`src/rtl/la_buffer_ctrl.sv`:
```
// Circular sample-buffer pointer/occupancy controller with a 5-register window on the daisy-chained bus.
// Strobes act at the next edge; bus is a 1-cycle registered pass-through.
module la_buffer_ctrl #(
    parameter int BASE_ADDR    = 0,
    parameter int SAMPLE_DEPTH = 8
) (
    input  logic                            clk,
    input  logic                            rst,
    input  logic                            acquire_i,
    input  logic                            pop_i,
    input  logic                            clear_i,
    output logic [$clog2(SAMPLE_DEPTH):0]   size_o,
    output logic                            full_o,
    output logic                            empty_o,
    output logic                            bram_we_o,
    output logic [$clog2(SAMPLE_DEPTH)-1:0] bram_waddr_o,
    output logic [$clog2(SAMPLE_DEPTH)-1:0] bram_raddr_o,
    input  logic [15:0]                     addr_i,
    input  logic [15:0]                     wdata_i,
    input  logic [15:0]                     rdata_i,
    input  logic                            rw_i,
    input  logic                            valid_i,
    output logic [15:0]                     addr_o,
    output logic [15:0]                     wdata_o,
    output logic [15:0]                     rdata_o,
    output logic                            rw_o,
    output logic                            valid_o
);
    localparam int AW = $clog2(SAMPLE_DEPTH);
    localparam int SW = AW + 1;
    localparam logic [SW-1:0] DEPTH = SW'(SAMPLE_DEPTH);
    localparam logic [AW-1:0] LAST  = AW'(SAMPLE_DEPTH - 1);
    localparam logic [15:0]   BASE  = 16'(BASE_ADDR);

    logic [AW-1:0] head, tail, offset, raddr_nxt;
    logic [SW-1:0] size, raddr_sum;
    logic [1:0]    status;
    logic          full, empty, we, pop_ok, ovf_set, udf_set;
    logic [15:0]   rel, rd_val;
    logic          sel, wr_off, wr_stat;

    // Depth need not be a power of two, so wrap by compare.
    function automatic logic [AW-1:0] wrap_inc(input logic [AW-1:0] p);
        return (p == LAST) ? '0 : p + 1'b1;
    endfunction

    always_comb begin
        full    = (size == DEPTH);
        empty   = (size == '0);
        // With pop alongside, a full buffer still writes: sliding window.
        we      = acquire_i && !clear_i && (!full || pop_i);
        pop_ok  = pop_i && !clear_i && !empty;
        ovf_set = acquire_i && !pop_i && full && !clear_i;
        udf_set = pop_i && !acquire_i && empty && !clear_i;

        rel     = addr_i - BASE;
        sel     = valid_i && (rel <= 16'd4);
        wr_off  = sel && rw_i && (rel[2:0] == 3'd3);
        wr_stat = sel && rw_i && (rel[2:0] == 3'd4);
        rd_val  = 16'd0;
        case (rel[2:0])
            3'd0:    rd_val = 16'(size);
            3'd1:    rd_val = 16'(tail);
            3'd2:    rd_val = 16'(head);
            3'd3:    rd_val = 16'(offset);
            3'd4:    rd_val = 16'(status);
            default: rd_val = 16'd0;
        endcase

        raddr_sum = {1'b0, tail} + {1'b0, offset};
        raddr_nxt = (raddr_sum >= DEPTH) ? AW'(raddr_sum - DEPTH) : raddr_sum[AW-1:0];
    end

    always_ff @(posedge clk or posedge rst) begin
        if (rst) begin
            head         <= '0;
            tail         <= '0;
            size         <= '0;
            offset       <= '0;
            status       <= '0;
            bram_raddr_o <= '0;
        end else begin
            if (clear_i) begin
                head <= '0;
                tail <= '0;
                size <= '0;
            end else begin
                if (we)     head <= wrap_inc(head);
                if (pop_ok) tail <= wrap_inc(tail);
                if (we && !pop_ok)      size <= size + 1'b1;
                else if (!we && pop_ok) size <= size - 1'b1;
            end
            if (wr_off)
                offset <= (wdata_i >= 16'(SAMPLE_DEPTH)) ? LAST : wdata_i[AW-1:0];
            // A flag raised this cycle survives a same-cycle status write.
            if (clear_i) status <= '0;
            else         status <= (wr_stat ? 2'b00 : status) | {udf_set, ovf_set};
            bram_raddr_o <= raddr_nxt;
        end
    end

    always_ff @(posedge clk or posedge rst) begin
        if (rst) begin
            addr_o  <= '0;
            wdata_o <= '0;
            rdata_o <= '0;
            rw_o    <= 1'b0;
            valid_o <= 1'b0;
        end else begin
            addr_o  <= addr_i;
            wdata_o <= wdata_i;
            rw_o    <= rw_i;
            valid_o <= valid_i;
            rdata_o <= (sel && !rw_i) ? rd_val : rdata_i;
        end
    end

    assign bram_we_o    = we;
    assign bram_waddr_o = head;
    assign size_o       = size;
    assign full_o       = full;
    assign empty_o      = empty;
endmodule

```
`config.mk`:
```
export PLATFORM = sky130hd
export DESIGN_NAME = la_buffer_ctrl
export DESIGN_NICKNAME = d
export VERILOG_FILES = /design/src/rtl/la_buffer_ctrl.sv
export SDC_FILE = /design/constraint.sdc
export NUM_CORES = 1
export LEC_CHECK = 0
export BUFFER_PORTS_ARGS = -buffer_cell sky130_fd_sc_hd__buf_2
export CAP_MARGIN = 20
export CORE_MARGIN = 2
export CORE_UTILIZATION = 38
export CTS_CLUSTER_DIAMETER = 50
export DETAILED_ROUTE_END_ITERATION = 8
export GPL_ROUTABILITY_DRIVEN = 0
export GPL_TIMING_DRIVEN = 0
export HOLD_SLACK_MARGIN = 0.08
export PLACE_DENSITY = 0.66
export SLEW_MARGIN = 20
export SYNTH_ARGS = -nofsm -noshare
export SYNTH_HDL_FRONTEND = slang
export SYNTH_SLANG_ARGS = --single-unit
```
`constraint.sdc`:
```
create_clock -name clk -period 5.9 [get_ports clk]
set_clock_uncertainty 0.1 [all_clocks]
set_input_delay 0.295 -clock clk [delete_from_list [all_inputs] [get_ports clk]]
set_output_delay 0.295 -clock clk [all_outputs]
set_load 0.01 [all_outputs]
```
-- Word-level counts from Yosys, hierarchy flattened
Cells that the tools add are included.
- bitwise gates (word level): 1
- $add $sub $neg: 6
- reductions and logical operators: 31
- mux-type cells: 15
- equal/unequal tests: 7
- magnitude comparators: 3
- operators with widths (operator ; count):
    $mux 3 ; 8
    $pmux 4 s5 ; 1
    $logic_and 1x1->1 ; 17
    $ge 16x4->1 const B ; 1
    $le 16x3->1 const B ; 1
    $mux 16 ; 1
    $mux 4 ; 3
    $eq 3x3->1 const B ; 3
    $logic_not 1->1 ; 8
    $add 3x1->3 const B ; 2
    $eq 3x2->1 const B ; 2
    $add 3x3->4 ; 1
    $add 4x1->4 const B ; 1
    $eq 4x4->1 const B ; 1
    $ge 4x4->1 const B ; 1
    $logic_not 4->1 ; 1
    $mux 2 ; 2
    $reduce_bool 2->1 ; 2
    $sub 4x1->4 const B ; 1
    $eq 3x1->1 const B ; 1
    $logic_not 3->1 ; 1
    $reduce_bool 3->1 ; 1
    $sub 3x1->3 const B ; 1
    $or 2x2->2 ; 1
    $logic_or 1x1->1 ; 1
- register bits after elaboration: 68
- word-level logic and storage cells: 74
- output and inout bits: 63

-- Longest topological paths before layout
- word-level depth: 9
- gate-level depth with buffers: 8

-- Worst setup path after synthesis
OpenSTA, ideal clock, no wires.
- kind: reg-to-reg
- from: reg size[0], in the netlist size_o[0]
- to: reg size[3], in the netlist size_o[3]
- period minus slack after synthesis: 2.296 ns
- required time: 5.668 ns
- arrival time: 2.064 ns
- path slack: 3.604 ns
- cell stages (with the launch flop): 9
- buffers on the path: 1
- cells stage by stage: dfrtp_1 > buf_6 > or4b_4 > nand3_1 > ha_1 > a21o_1 > a211o_1 > nand4_1 > o211ai_1
- longest elaborated chain between the ends: 7
- elaborated cells between the ends (all ways): 17
- those cells by class: add/sub (2); eq/ne (1); mux (3); reduce/logical (11)
- ends and longest elaborated chain (item ; line ; RTL):
    start, declared ; 36 ; logic [SW-1:0] size, raddr_sum;
    start signal, assigned ; 90 ; if (we && !pop_ok) size <= size + 1'b1;
    start signal, assigned ; 91 ; else if (!we && pop_ok) size <= size - 1'b1;
    parallel branches: the longest is 7 deep, another holds $sub 4x1->4 ; n/a ;
Several ways; the timed one is not identified. The select of a mux whose other input is x is not followed.
A chain may end at the register's enable or synchronous reset.

-- Final worst setup path
- from: reg size[1], in the netlist size_o[1]
- to: reg size[2], in the netlist size_o[2]
Same word-level chain as after synthesis.

==> impl_metrics.csv <==
group,metric,value,unit
place,port_buffers,116,
min_path,hold_class,"primary input to flip-flop",
clock_network,clkLatencyLatePin,340,ps
floorplan,pin_count,118,
synth,syn-num-nets,275,
detailed_routing,wire_per_inst,13.99,µm
final_layout,final_util,0.5996,
clock_network,ctsResizeCount,0,
sta,hold_viol,0,
critical_path,cpPeakStageDelay,620,ps
synth,synth.area.top_cells,"dfrtp_1 (63%), nor2b_1 (3.7%), ha_1 (3.3%)",
run_status,status,"complete, no violations",
run,drv_cap,0,
sta,slew_headroom,0.5991,
synth,synth_edf_count,0,
floorplan,coreArea,6832,µm²
final_layout,synthToLayoutAreaGrowth,52.56,%
sta,finalSetupViolCount,0,
synth,ys_ff_latch,68,
place,dp_cells,424,
synth,synth_top_area_frac,0.6337,
sta,worst_slew_pin_slew,594.9,ps
synth,synth_common_cells,"dfrtp_1 (68), nor2b_1 (16), inv_1 (15)",
detailed_routing,final_antenna_net_count,0,
sta,fin_crit,2474,ps
floorplan,start_util,0.3930,
clock_network,cts_num_sinks,68,
clock_network,cts_tree,"built",
detailed_routing,dr_total_vias,2239,
global_route,groute.usage.overall,0.1806,
floorplan,num_rows,30,
synth,synth_ff_type,"dfrtp_1",
critical_path,crit_type,"flip-flop to flip-flop",
place,hpwl,4563,µm
synth,ys_warn_count,0,
detailed_routing,drt_wl_total,6828,µm
sta,final.period_utilization,0.4194,
synth,synth_most_common_cell,"dfrtp_1",
critical_path,startpoint_type,"flip-flop",
sta,rsz0062_at_grt,"no",
final_layout,finalNonFillerCells,488,
critical_path,critPathBufInv,1,
min_path,hold_start,"rdata_i[9]",
clock_network,root_buffer,"clkbuf_8",
synth,async_flop_share,1.000,
critical_path,worst_path_max_delay_cell,"or4b_4",
final_layout,drive_above_1_share,0.3724,
synth,yosysSeqAreaShare,0.6337,
power,powerDensity,301.4,nW/µm²
clock_network,numCtsBuffers,9,
synth,synthCells,211,
floorplan,die_area,7755,µm²
final_layout,antenna_cells,0,
clock_network,post_cts_buffers,0,
detailed_routing,vias_per_cell,4.588,
critical_path,cp-end-kind,"flip-flop",
floorplan,die_x,88.06,µm
sta,setup_tns,0,ps
synth,synthesis.area,2685,µm²
critical_path,rrSetupSlack,3430,ps
power,leakage,1.980,nW
final_layout,final_area,4096,µm²
clock_network,cts.htree.levels,3,
global_route,grt_max_degree,46,
clock_network,cts.clk_slew.worst_paths,80,ps
floorplan,die_y,88.06,µm
global_route,grt-ovfl-total,0,
sta,fmaxAchievable,0.4042,GHz
detailed_routing,drcViolationCount,0,
power,ir_worst_vdd,0.1977,mV
global_route,grt_pass1_vias,2262,
detailed_routing,drt_iter0_drc,75,
sta,drv_slew,0,
critical_path,crit_chain,"or4b_4 -> nand3_1 -> inv_1 -> fa_1 -> xor2_1 -> a221oi_1",
critical_path,worstReg2RegStart,"size_o[1]$_DFFE_PP0P_",
critical_path,cp_max_fo,10,
synth,synthDistinctLibCells,46,
clock_network,clk_path_buf_depth,2,
detailed_routing,firstDrtPassIters,5,
critical_path,worstPathRequired,6020,ps
final_layout,fin_nets,451,
critical_path,crit_family,"simple AND/OR/NAND/NOR gates",
synth,avgSynthCellArea,12.73,µm²
critical_path,arrival,2590,ps
place,dpl_cell_area,3416,µm²
critical_path,crit_start,"size_o[1]$_DFFE_PP0P_",
global_route,grt_first_pass_wirelength,10540,µm
global_route,grt_antenna_before_repair,0,
synth,yosysTopAreaCell,"dfrtp_1",
## sequential cells by signal, summed over array words and instances, names as in the netlist
name          count
addr_o           16
rdata_o          16
wdata_o          16
size_o            4
bram_raddr_o      3
bram_waddr_o      3
offset            3
tail              3
status            2
rw_o              1
valid_o           1
## where the power goes
group          internal, mW  switching [mW]
sequential            0.508          0.0382
combinational         0.149           0.163
clock                 0.197           0.179
total                 0.854           0.380
## final cells by class
class	count	area, µm²
Tap cell	96	120.1
Multi-Input combinational cell	120	887.1
Clock inverter	7	76.32
Timing Repair Buffer	165	1089
Inverter	17	66.31
Buffer	6	32.53
Sequential cell	68	1702
Fill cell	600	2735
Clock buffer	9	123.9
## worst reg2reg max path, cell delays in order, from the launching register on
cell      delay, ps
dfrtp_1         510
or4b_4          620
nand3_1         180
inv_1            70
fa_1            370
xor2_1          170
a221oi_1        330
## placed cells by master (no fill, tap or decap), types with 3 or more instances in the layout
cell	Yosys	routed
buf_2	2	118
dfrtp_1	68	68
dlygate4sd3_1	0	48
nor2b_1	16	16
inv_1	15	14
nor2_1	11	11
nand3_1	10	10
nand2_1	10	10
clkbuf_8	0	9
ha_1	7	7
o21ai_1	5	5
mux2i_1	5	5
a21oi_1	5	5
o31ai_1	4	4
nor4_1	4	4
mux2_1	4	4
clkbuf_1	3	3
nor3_1	3	3
nand4_1	3	3
## metrics by stage
step	power, mW	worst slack (ps)	hold slack, ps
3_3_place_gp	0.8301	3046	316.9
4_1_cts	1.249	3419	82.24
5_1_grt	1.312	3266	91.03
6_report	1.235	3426	98.32
2_1_floorplan	0.7292	3604	226.4
3_5_place_dp	0.8409	3444	185.7
## logic make-up (layout without fill, tap and decap cells)
family | count (synthesis) | count (layout) | synth area share
buf+inv | 23 | 204 | 0.03588
xor+xnor | 4 | 4 | 0.01305
simple gates | 66 | 66 | 0.1389
compound gates | 29 | 29 | 0.07875
mux | 12 | 12 | 0.05219
flops | 68 | 68 | 0.6337
fa+ha+maj | 9 | 9 | 0.04753
## path summary, 6_finish.rpt
kind	end	depth (start not counted)
min in group asynchronous	wdata_o[9]$_DFF_PP0_	3
max in group asynchronous	size_o[2]$_DFFE_PP0P_	4
worst max register to register	size_o[2]$_DFFE_PP0P_	6
worst max-delay path	size_o[2]$_DFFE_PP0P_	6
worst min register to register	status[0]$_DFF_PP0_	1
worst min-delay path	rdata_o[9]$_DFF_PP0_	2
## layer usage
layer	share of wire	vias to the layer above	wire, µm	GRT usage
li1	-	1085	-	-
met4	0.0078	0	53	0.04959
met3	0.075	6	509	0.06032
met2	0.51	95	3484	0.3134
met5	0	-	0	0
met1	0.41	1053	2780	0.2157
## timing repair
item / 4_1_cts / 5_1_grt
hold buffers: 48 / 0
setup endpoints to repair: 0 / 0
endpoints found under the hold margin: 70 / 0
No activity file was read; power rests on OpenSTA's default activity.
